`src/rtl/expr_eval.sv`:
```
// ----------------------------------------------------------------------------
// expr_eval
// Streaming evaluator for single-digit arithmetic expressions of the form
// digit ( op digit )*, op in {'+', '*'}, one ASCII character per clock.
// '*' binds tighter than '+'. Runs in lockstep with the expression validator,
// so the value of the prefix appears on the same cycle as its legality.
//
// Ports
//   clk      : clock, all state updates on the rising edge
//   clr      : asynchronous active-high reset, returns the block to IDLE
//   in       : ASCII character consumed at every rising edge while clr is low
//   valid    : prefix consumed so far is a complete legal expression
//   result   : value of the prefix when valid, otherwise 0
//   error    : sticky, an illegal character or sequence has been consumed
//   overflow : sticky, some multiply or add has wrapped modulo 2^WIDTH
// ----------------------------------------------------------------------------
module expr_eval #(
    parameter int WIDTH = 32
) (
    input  logic             clk,
    input  logic             clr,
    input  logic [7:0]       in,
    output logic             valid,
    output logic [WIDTH-1:0] result,
    output logic             error,
    output logic             overflow
);

    typedef enum logic [2:0] {
        ST_IDLE = 3'd0,
        ST_NUM  = 3'd1,
        ST_ADD  = 3'd2,
        ST_MUL  = 3'd3,
        ST_ERR  = 3'd4
    } state_t;

    // ASCII '0'..'9' share the high nibble 4'h3 with low nibble 0..9.
    function automatic logic is_digit(input logic [7:0] c);
        return (c >= 8'h30) && (c <= 8'h39);
    endfunction

    state_t             state_r;
    state_t             state_nxt_s;
    logic [WIDTH-1:0]   sum_r;
    logic [WIDTH-1:0]   term_r;
    logic [WIDTH-1:0]   res_r;
    logic               ovf_r;
    logic [WIDTH-1:0]   sum_nxt_s;
    logic [WIDTH-1:0]   term_nxt_s;
    logic [WIDTH-1:0]   res_nxt_s;
    logic               ovf_nxt_s;

    logic               valid_r;
    logic [WIDTH-1:0]   result_r;
    logic               error_r;
    logic               valid_nxt_s;
    logic [WIDTH-1:0]   result_nxt_s;
    logic               error_nxt_s;

    logic               digit_s;
    logic [WIDTH-1:0]   dig_ext_s;
    logic [WIDTH+3:0]   prod_full_s;
    logic               prod_ovf_s;
    logic [WIDTH-1:0]   new_term_s;
    logic [WIDTH:0]     add_full_s;

    // Datapath: candidate new term (digit or term*digit) and sum+new_term with carry.
    always_comb begin
        digit_s     = is_digit(in);
        dig_ext_s   = {{(WIDTH-4){1'b0}}, in[3:0]};
        prod_full_s = {4'b0000, term_r} * {{WIDTH{1'b0}}, in[3:0]};
        prod_ovf_s  = |prod_full_s[WIDTH+3:WIDTH];
        if (state_r == ST_MUL) begin
            new_term_s = prod_full_s[WIDTH-1:0];
        end else begin
            new_term_s = dig_ext_s;
        end
        add_full_s = {1'b0, sum_r} + {1'b0, new_term_s};
    end

    // Next-state and accumulator update logic.
    always_comb begin
        state_nxt_s = state_r;
        sum_nxt_s   = sum_r;
        term_nxt_s  = term_r;
        res_nxt_s   = res_r;
        ovf_nxt_s   = ovf_r;
        case (state_r)
            ST_IDLE, ST_ADD: begin
                if (digit_s) begin
                    state_nxt_s = ST_NUM;
                    term_nxt_s  = dig_ext_s;
                    res_nxt_s   = add_full_s[WIDTH-1:0];
                    ovf_nxt_s   = ovf_r | add_full_s[WIDTH];
                end else begin
                    state_nxt_s = ST_ERR;
                end
            end
            ST_NUM: begin
                if (in == 8'h2B) begin
                    // '+' commits the running value as the new sum
                    state_nxt_s = ST_ADD;
                    sum_nxt_s   = res_r;
                    term_nxt_s  = {WIDTH{1'b0}};
                end else if (in == 8'h2A) begin
                    state_nxt_s = ST_MUL;
                end else begin
                    state_nxt_s = ST_ERR;
                end
            end
            ST_MUL: begin
                if (digit_s) begin
                    state_nxt_s = ST_NUM;
                    term_nxt_s  = prod_full_s[WIDTH-1:0];
                    res_nxt_s   = add_full_s[WIDTH-1:0];
                    ovf_nxt_s   = ovf_r | prod_ovf_s | add_full_s[WIDTH];
                end else begin
                    state_nxt_s = ST_ERR;
                end
            end
            ST_ERR: begin
                state_nxt_s = ST_ERR;
            end
            default: begin
                state_nxt_s = ST_ERR;
            end
        endcase
    end

    // Output values for the coming cycle, derived from the next state so the
    // registered outputs reflect the character consumed at this edge.
    always_comb begin
        valid_nxt_s = (state_nxt_s == ST_NUM);
        error_nxt_s = (state_nxt_s == ST_ERR);
        if (valid_nxt_s) begin
            result_nxt_s = res_nxt_s;
        end else begin
            result_nxt_s = {WIDTH{1'b0}};
        end
    end

    // State, accumulator and output registers.
    always_ff @(posedge clk or posedge clr) begin
        if (clr) begin
            state_r  <= ST_IDLE;
            sum_r    <= {WIDTH{1'b0}};
            term_r   <= {WIDTH{1'b0}};
            res_r    <= {WIDTH{1'b0}};
            ovf_r    <= 1'b0;
            valid_r  <= 1'b0;
            result_r <= {WIDTH{1'b0}};
            error_r  <= 1'b0;
        end else begin
            state_r  <= state_nxt_s;
            sum_r    <= sum_nxt_s;
            term_r   <= term_nxt_s;
            res_r    <= res_nxt_s;
            ovf_r    <= ovf_nxt_s;
            valid_r  <= valid_nxt_s;
            result_r <= result_nxt_s;
            error_r  <= error_nxt_s;
        end
    end

    assign valid    = valid_r;
    assign result   = result_r;
    assign error    = error_r;
    assign overflow = ovf_r;

endmodule

```
`config.mk`:
```
export PLATFORM = sky130hd
export DESIGN_NAME = expr_eval
export DESIGN_NICKNAME = d
export VERILOG_FILES = /design/src/rtl/expr_eval.sv
export SDC_FILE = /design/constraint.sdc
export NUM_CORES = 1
export LEC_CHECK = 0
export CELL_PAD_IN_SITES_DETAIL_PLACEMENT = 1
export CELL_PAD_IN_SITES_GLOBAL_PLACEMENT = 2
export CORE_ASPECT_RATIO = 2
export CORE_UTILIZATION = 43
export DETAILED_ROUTE_END_ITERATION = 10
export PLACE_DENSITY_LB_ADDON = 0.1
export SLEW_MARGIN = 20
export SYNTH_ARGS = -nofsm -noshare
export SYNTH_HDL_FRONTEND = slang
export SYNTH_SLANG_ARGS = --single-unit
```
`constraint.sdc`:
```
create_clock -name clk -period 11 [get_ports clk]
set_clock_uncertainty 0.15 [all_clocks]
set_input_delay 2.2 -clock clk [delete_from_list [all_inputs] [get_ports clk]]
set_output_delay 2.2 -clock clk [all_outputs]
set_load 0.03 [all_outputs]
```
* After elaboration in Yosys (flattened, before gate mapping)
Cells that the tools add are included.
Storage, ports and cells: register bits after elaboration 134, bits of input ports 10
Operators by class: equal/unequal tests 10, multipliers 1, add/subtract/negate cells 1, multiplexer cells 15, bitwise operators 3, reduce and logical (&&, ||, !) cells 10, order comparisons 2
Operators by type and width (count):
- $mux W32 | 7
- $pmux W32 S3 | 1
- $mul A32 B4 Y36 | 1
- $add A32 B32 Y33 | 1
- $eq A8 B6 Y1 const B | 2
- $mux W3 | 3
- $ge A8 B6 Y1 const B | 1
- $le A8 B6 Y1 const B | 1
- $eq A3 B1 Y1 const B | 2
- $eq A3 B2 Y1 const B | 2
- $ne A2 B2 Y1 const B | 3
- $pmux W3 S2 | 1
- $reduce_and A4 Y1 | 1
- $reduce_or A4 Y1 | 1
- $eq A3 B3 Y1 const B | 1
- $logic_not A3 Y1 | 1
- $or A1 B1 Y1 | 3
- $reduce_and A3 Y1 | 1
- $reduce_bool A3 Y1 | 1
- $reduce_or A3 Y1 | 1
- $mux W1 | 2
- $pmux W1 S2 | 1
- $reduce_and A2 Y1 | 1
- $reduce_bool A2 Y1 | 1
- other kinds (2) | 2

* Depth between registers and ports, before layout
Gate-level depths: netlist of run 1.
word-level depth 6, gate-level depth with buffers 28, depth with buffers taken out 25

* Least setup slack after synthesis of run 1
OpenSTA, ideal clock, no wires.
kind input -> register, start input port in[3], end register res_r[29], required time 10725 ps, path buffers 2, arrival 7664 ps, stages on the path 26, setup slack 3062 ps, cell sequence clkbuf_1 clkbuf_1 nand2_1 fa_1 fa_1 inv_1 ha_1 a21o_2 a221oi_1 a311oi_1 nand2b_1 a21bo_1 a21oi_1 o21ai_1 xnor2_1 nor2_1 ha_1 a21o_1 a21o_1 a21o_1 a21o_1 a21o_1 nor3_1 o21ai_1 xor2_1 mux2_2
On the way: longest elaborated chain between the ends 5, elaborated cells on any way between the ends 8
RTL lines:
- start: declaration | RTL line 22 | input logic [7:0] in,
- $mul A32 B4 Y36 | RTL line 71 | prod_full_s = {4'b0000, term_r} * {{WIDTH{1'b0}}, in[3:0]};
- $mux W32 | RTL line 73 | if (state_r == ST_MUL) begin
- $add A32 B32 Y33 | RTL line 78 | add_full_s = {1'b0, sum_r} + {1'b0, new_term_s};
- $mux W32 * | RTL line 90, 112
- $mux W32 *
- via res_nxt_s[29] | RTL line 50 | logic [WIDTH-1:0] res_nxt_s;
- end signal: assignment | RTL line 148 | res_r <= {WIDTH{1'b0}};
- end signal: assignment | RTL line 157 | res_r <= res_nxt_s;
- end: declaration | RTL line 46 | logic [WIDTH-1:0] res_r;
The timed path passes the listed nets; every way through them passes the cells marked *. A chain may end at the register's enable or synchronous reset.

* Final worst setup path of run 1
start input port in[1], end register res_r[29]
Same word-level chain as after synthesis.

==> metrics.md, run 1 <==
| Metric | Value |
|---|---|
| Nets | `1,340` |
| H-tree depth | `4` |
| Worst min path class | `flop to flop` |
| I/O pins | `45` |
| Setup repair after global routing missed its margin | `no` |
| Final setup margin | `1921 ps` |
| Crit path largest cell delay | `980 ps` |
| Final Slew Violations | `0` |
| CP Max Fanout | `26` |
| Req. time, crit path | `11,170 ps` |
| Drt first-iter violations | `232` |
| Fmax | `110.1 MHz` |
| GRT Util Overall | `26.06%` |
| DP Wirelength | `23.87 mm` |
| Final period util | `82.54%` |
| Synth cell types | `77` |
| Total gr overflow | `0` |
| Status | `completed` |
| Library cell with the highest instance count after synthesis | `dfrtp_1` |
| Yosys top cell by area | `dfrtp_1` |
| Asr flop ratio synth | `100.0%` |
| Max-Cap Viols | `0` |
| Worst Setup Start Kind | `input pin` |
| Largest net degree at the start of global routing | `75` |
| Worst VDD drop | `0.0001071 V` |
| Row count | `81` |
| CTS tree | `done` |
| Synth Area per Inst | `9.198 sq um` |
| Post-synthesis cell count | `1,165` |
| Postcts setup bufs | `0` |
| Initial core utilization | `43.87%` |
| Port-buffer cells | `44` |
| Critical path type | `input pin to flop` |
| Chip width | `113.6 um` |
| Pleak | `0.006139 uW` |
| TritonCTS Buffers | `17` |
| Final Critical Period | `9079 ps` |
| Synth Cell Area | `10,720 sq um` |
| Setup WS pre-CTS | `1332 ps` |
| N_diodes | `0` |
| Clock Tree Buf Depth | `2` |
| DR pass1 iterations | `4` |
| Cell family with most CP delay | `compound AO/OA/AOI/OAI gates` |
| Nature of the critical path endpoint | `flop` |
| DR vias/cell | `5.480` |
| Leading cell types by count after synthesis | `134 x dfrtp_1, 125 x nand2_1, 118 x inv_1` |
| Post-synthesis sequential area ratio | `31.29%` |
| Die H | `225.2 um` |
| Top_reg_cell synth | `dfrtp_1` |
| Placeable core area | `24,420 sq um` |
| Worst-path clk slew | `70 ps` |
| Final Cell Area | `12,100 sq um` |
| Worst slew margin | `28.80%` |
| Yosys top cell area share | `31.29%` |
| Yosys warning total | `0` |
| TritonCTS Sinks | `134` |
| Placed cell area | `11,510 sq um` |
| Area growth, synth to finish | `12.89%` |
| Post-Route WL | `30.99 mm` |
| Worst Max-Slew Pin Slew | `1065 ps` |
| Yosys reg bits | `134` |
| CP max-delay cell | `clkdlybuf4s50_1` |
| Initial antenna violation count | `0` |
| First-pass GRT wire length | `50.41 mm` |
| Die area | `25,590 sq um` |
| Critical path depth | `26` |
| # setup viols final | `0` |
| Number of remaining DRC errors | `0` |
| Critical path arrival | `9250 ps` |
| PD cells | `92.08 nW/um^2` |
| Largest cells by area after synthesis | `dfrtp_1 31%, fa_1 11%, ha_1 8.4%, and2_1 5.6%, mux2_2 5.0%` |
| Final Hold Violating Endpoints | `0` |
| Worst-Skew Late Latency | `430 ps` |
| Via Count | `8,445` |
| Vias in the first global route | `9,568` |
| WL/cell | `20.11 um` |
| WP buf/inv | `3` |
| Post-CTS Hold Buffers | `0` |
| Root Buffer | `clkbuf_16` |
| Antenna viol nets, final | `0` |
| Mapped Nets | `1,308` |
| Share of layout cells above drive strength 1 | `9.926%` |
| Post-synth EDFFs | `0` |
| Final TNS setup | `0 ps` |
| Placer congestion estimate | `0.8822` |
| Hold path depth | `1` |
| CP most frequent cell | `a21o_1` |
| Number of gates resized after CTS | `0` |
| R2R depth | `25` |
## metal layers
| layer | wire, um | up-vias | track usage, % | part of all wire (%) |
|---|---|---|---|---|
| met5 | 0 | - | 0 | 0 |
| met4 | 1393 | 0 | 13.33 | 4.5 |
| met3 | 567 | 67 | 2.743 | 1.8 |
| met2 | 17430 | 120 | 50.08 | 56 |
| met1 | 11590 | 4263 | 27.36 | 37 |
| li1 | - | 3995 | - | - |
## metrics by stage
stage / hold WS (ps) / utilization (%) / cells / power, uW
3_5_place_dp: 311.9 / 47.11 / 1510 / 531.0
5_1_grt: 342.1 / 49.53 / 1541 / 1150
6_report: 321.0 / 49.53 / 1541 / 1114
3_3_place_gp: 305.6 / 47.11 / 1510 / 530.6
2_1_floorplan: 295.2 / - / 1165 / 517.5
4_1_cts: 324.6 / 49.57 / 1541 / 1133
## area by class of cell
| type | count | area (sq um) |
|---|---|---|
| fill | 2830 | 12330 |
| multi-input combinational | 871 | 6770 |
| sequential | 134 | 3353 |
| timing repair buffer | 54 | 505.5 |
| inverter | 119 | 451.7 |
| clock buffer | 18 | 429.2 |
| tap | 332 | 415.4 |
| clock inverter | 13 | 171.4 |
## registers in the layout (all words and copies together), names as in the netlist
register,count
error,1
overflow,1
res_r,32
result,32
state_r,3
sum_r,32
term_r,32
valid,1
## worst reg2reg max path: cells and delay by family, from the launching register on
family | cells | cell delay, ps
multiplexers | 1 | 270
flip-flops | 1 | 430
adder cells (fa/ha/maj) | 4 | 1630
XOR/XNOR | 2 | 460
AND/OR/NAND/NOR | 5 | 1050
buffers and inverters | 2 | 90
AO/OA/AOI/OAI | 11 | 2350
## kinds of logic (layout without fill, tap and decap cells)
group                    after synthesis  count (layout)  share of synthesized area [%]
AND/OR/NAND/NOR                      391             391                          18.24
flip-flops                           134             134                          31.29
multiplexers                          48              48                          5.044
adder cells (fa/ha/maj)              133             133                          19.80
buffers and inverters                160             204                          5.675
XOR/XNOR                              43              43                          3.515
AO/OA/AOI/OAI                        256             256                          16.43
## placed cells by master, fill, tap and decap left out, types with 7 or more instances in the layout
cell             Yosys  routed
o21ai_0             33      33
a211oi_1            12      12
nand3_1             11      10
xnor2_1             29      29
mux2_2              48      48
nor3_1              24      24
inv_1              118     117
fa_1                61      61
nor2_1              72      72
or3_1                7       7
o21ai_1             10      10
nand2_1            125     125
nand2b_1            14      14
ha_1                72      72
buf_4                1      10
clkdlybuf4s50_1      0      42
o31ai_1             14      14
xor2_1              14      14
o21a_1              13      13
a21oi_1             60      59
clkbuf_16            0      17
a21o_1              53      53
and2_1              96      96
a31oi_1              8       8
dfrtp_1            134     134
## power breakdown
part | switching [uW] | internal (uW) | leakage (uW)
clock network | 235 | 358 | 0.000288
logic | 21.6 | 5.55 | 0.00399
registers | 0.0307 | 493 | 0.00186
## final timing paths
kind                                   end       from  slack (ps)
worst min-delay path              res_r[9]   res_r[9]         320
min in group asynchronous       result[20]        clr        2120
worst min register to register    res_r[9]   res_r[9]         320
max in group asynchronous        result[3]        clr        7310
worst max-delay path             res_r[29]      in[1]        1920
worst max register to register   res_r[29]  term_r[3]        4460
(Power assumes the default switching activity.)
==> inputs of run 2 (changes only) <==
--- a/config.mk
+++ b/config.mk
@@ -8,7 +8,7 @@
 export CELL_PAD_IN_SITES_DETAIL_PLACEMENT = 1
 export CELL_PAD_IN_SITES_GLOBAL_PLACEMENT = 2
 export CORE_ASPECT_RATIO = 2
-export CORE_UTILIZATION = 43
+export CORE_UTILIZATION = 40
 export DETAILED_ROUTE_END_ITERATION = 10
 export PLACE_DENSITY_LB_ADDON = 0.1
 export SLEW_MARGIN = 20
==> constraint.sdc (replaced) <==
create_clock -name clk -period 8.5 [get_ports clk]
set_clock_uncertainty 0.15 [all_clocks]
set_input_delay 1.7 -clock clk [delete_from_list [all_inputs] [get_ports clk]]
set_output_delay 1.7 -clock clk [all_outputs]
set_load 0.03 [all_outputs]
==> metrics.md, run 2 (synthesized netlist as in run 1, its figures left out) <==
| Metric | Value |
|---|---|
| Status | `completed (unchanged)` |
| TritonCTS Sinks | `134 (unchanged)` |
| Worst Max-Slew Pin Slew | `942.0 ps (was 1065 ps)` |
| Share of layout cells above drive strength 1 | `10.96% (was 9.926%)` |
| Worst slew margin | `37.20% (was 28.80%)` |
| Chip width | `117.7 um (was 113.6 um)` |
| Row count | `84 (was 81)` |
| Max-Cap Viols | `0 (unchanged)` |
| I/O pins | `45 (unchanged)` |
| Initial antenna violation count | `0 (unchanged)` |
| Worst VDD drop | `0.0001256 V (was 0.0001071 V)` |
| DR vias/cell | `5.353 (was 5.480)` |
| H-tree depth | `4 (unchanged)` |
| First-pass GRT wire length | `51.16 mm (was 50.41 mm)` |
| Die H | `233.5 um (was 225.2 um)` |
| Most used routing layer | `met2 (unchanged)` |
| Placer congestion estimate | `0.8847 (was 0.8822)` |
| DP Wirelength | `24.12 mm (was 23.87 mm)` |
| N_diodes | `0 (unchanged)` |
| Critical path arrival | `8260 ps (was 9250 ps)` |
| Fmax | `123.7 MHz` |
| CTS tree | `done (unchanged)` |
| Die area | `27,490 sq um (was 25,590 sq um)` |
| Critical path type | `input pin to flop (unchanged)` |
| Setup WS pre-CTS | `-125.0 ps (was 1332 ps)` |
| Initial core utilization | `40.78% (was 43.87%)` |
| Largest net degree at the start of global routing | `76 (was 75)` |
| Via Count | `8,388 (was 8,445)` |
| Antenna viol nets, final | `0 (unchanged)` |
| CP Max Fanout | `11 (was 26)` |
| Drt first-iter violations | `236 (was 232)` |
| DR pass1 iterations | `4 (unchanged)` |
| Worst-Skew Late Latency | `450 ps (was 430 ps)` |
| Post-Route WL | `30.74 mm (was 30.99 mm)` |
| Area growth, synth to finish | `14.01% (was 12.89%)` |
| Port-buffer cells | `44 (unchanged)` |
| Setup repair after global routing missed its margin | `no (unchanged)` |
| GRT met2 Usage | `46.84% (was 50.08%)` |
| GRT Util Overall | `24.36% (was 26.06%)` |
| Nets | `1,353 (was 1,340)` |
| Vias in the first global route | `9,416 (was 9,568)` |
| Number of remaining DRC errors | `0 (unchanged)` |
| Total gr overflow | `0 (unchanged)` |
| Pleak | `0.006191 uW (was 0.006139 uW)` |
| Most frequent cells in the layout | `134 x dfrtp_1, 125 x nand2_1, 117 x inv_1 (unchanged)` |
| WL/cell | `19.62 um (was 20.11 um)` |
| Nature of the critical path endpoint | `flop (unchanged)` |
| Final Hold Violating Endpoints | `0 (unchanged)` |
| Final setup margin | `416.7 ps (was 1921 ps)` |
| TritonCTS Buffers | `17 (unchanged)` |
| Root Buffer | `clkbuf_16 (unchanged)` |
| Commonest non-fill, non-tap cell in the layout | `dfrtp_1 (unchanged)` |
| Placed cell area | `11,630 sq um (was 11,510 sq um)` |
| # setup viols final | `0 (unchanged)` |
| Final period util | `95.10%` |
| Final Slew Violations | `0 (unchanged)` |
| Final Critical Period | `8083 ps` |
| Worst-path clk slew | `60 ps (was 70 ps)` |
| Clock Tree Buf Depth | `2 (unchanged)` |
| PD cells | `114.8 nW/um^2 (was 92.08 nW/um^2)` |
| Worst Setup Start Kind | `input pin (unchanged)` |
| Placeable core area | `26,280 sq um (was 24,420 sq um)` |
| Req. time, crit path | `8670 ps (was 11,170 ps)` |
| Final Cell Area | `12,220 sq um (was 12,100 sq um)` |
| Grt met1 use | `26.92% (was 27.36%)` |
| GRT met3 Usage | `3.247% (was 2.743%)` |
| Filler cells | `3,030 (was 2,830)` |
| Worst min path class | `flop to flop (unchanged)` |
run 2: changes by cell type in the layout (fill, tap and decap cells not counted), sizes merged:
cell | before | now
buf | 12 | 23
clkinvlp | 2 | 5
bufinv | 3 | 1
clkdlybuf4s50 | 42 | 44
clkbuf | 18 | 19
clkinv | 5 | 4
run 2: final timing paths:
check | from | end | slack, ps | cells after the start
worst max-delay path | in[1] | res_r[29] | 420 | 26
worst min-delay path | res_r[16] | res_r[16] | 320 | 1
worst max register to register | term_r[1] | res_r[29] | 1940 | 25
worst min register to register | res_r[16] | res_r[16] | 320 | 1
max in group asynchronous | clr | res_r[4] | 5240 | 3
min in group asynchronous | clr | result[25] | 1550 | 2
run 2: what timing repair did:
| item | in CTS | in global routing |
|---|---|---|
| hold buffers | 0 | 0 |
| resized for setup | 0 | 2 |
| setup endpoints to repair | 0 | 3 |
| buffers inserted | 0 | 0 |
run 2: area by class of cell:
type	count	area, sq um	area share [%]
multi-input combinational	871	6782	55.51
sequential	134	3353	27.45
timing repair buffer	67	625.6	5.121
clock buffer	19	452.9	3.707
inverter	119	451.7	3.697
tap	344	430.4	3.523
clock inverter	13	121.4	0.9934
run 2: critical path, stage by stage:
cell and delay (ps):
clkdlybuf4s50_1 640, and2_1 300, fa_1 470, inv_1 60
fa_1 530, inv_1 40, ha_1 320, nor2b_1 250
o31a_1 200, o21ai_2 100, a211oi_4 400, o21ai_1 130
and2_1 210, o21ai_0 290, xnor2_1 240, nor2_1 100
ha_1 380, a21o_1 200, a21o_1 180, a21o_1 180
a21o_1 170, a21o_1 190, nor3_1 400, o21ai_1 120
xor2_1 160, mux2_2 260
run 2: report_power, final:
group / switching [uW] / internal (uW) / leakage [uW]
logic: 28.8 / 8.94 / 0.00406
clock network: 308 / 420 / 0.000269
registers: 0.0441 / 638 / 0.00186
run 2: layer usage:
layer	part of all wire, %	routed length (um)
met1	39	12100
met2	56	17270
met3	1.6	500
met4	2.9	878
met5	0	0
run 2: stage by stage:
stage	std cells	setup TNS (ps)	power, uW	hold WS [ps]	utilization [%]
floorplan	1165	0	669.7	295.2	-
global placement	1535	-145.0	688.2	304.3	44.27
detailed placement	1535	-336.5	688.9	312.0	44.27
CTS	1567	0	1421	325.4	46.45
global route	1567	0	1445	329.2	46.50
finish	1567	0	1403	319.4	46.50
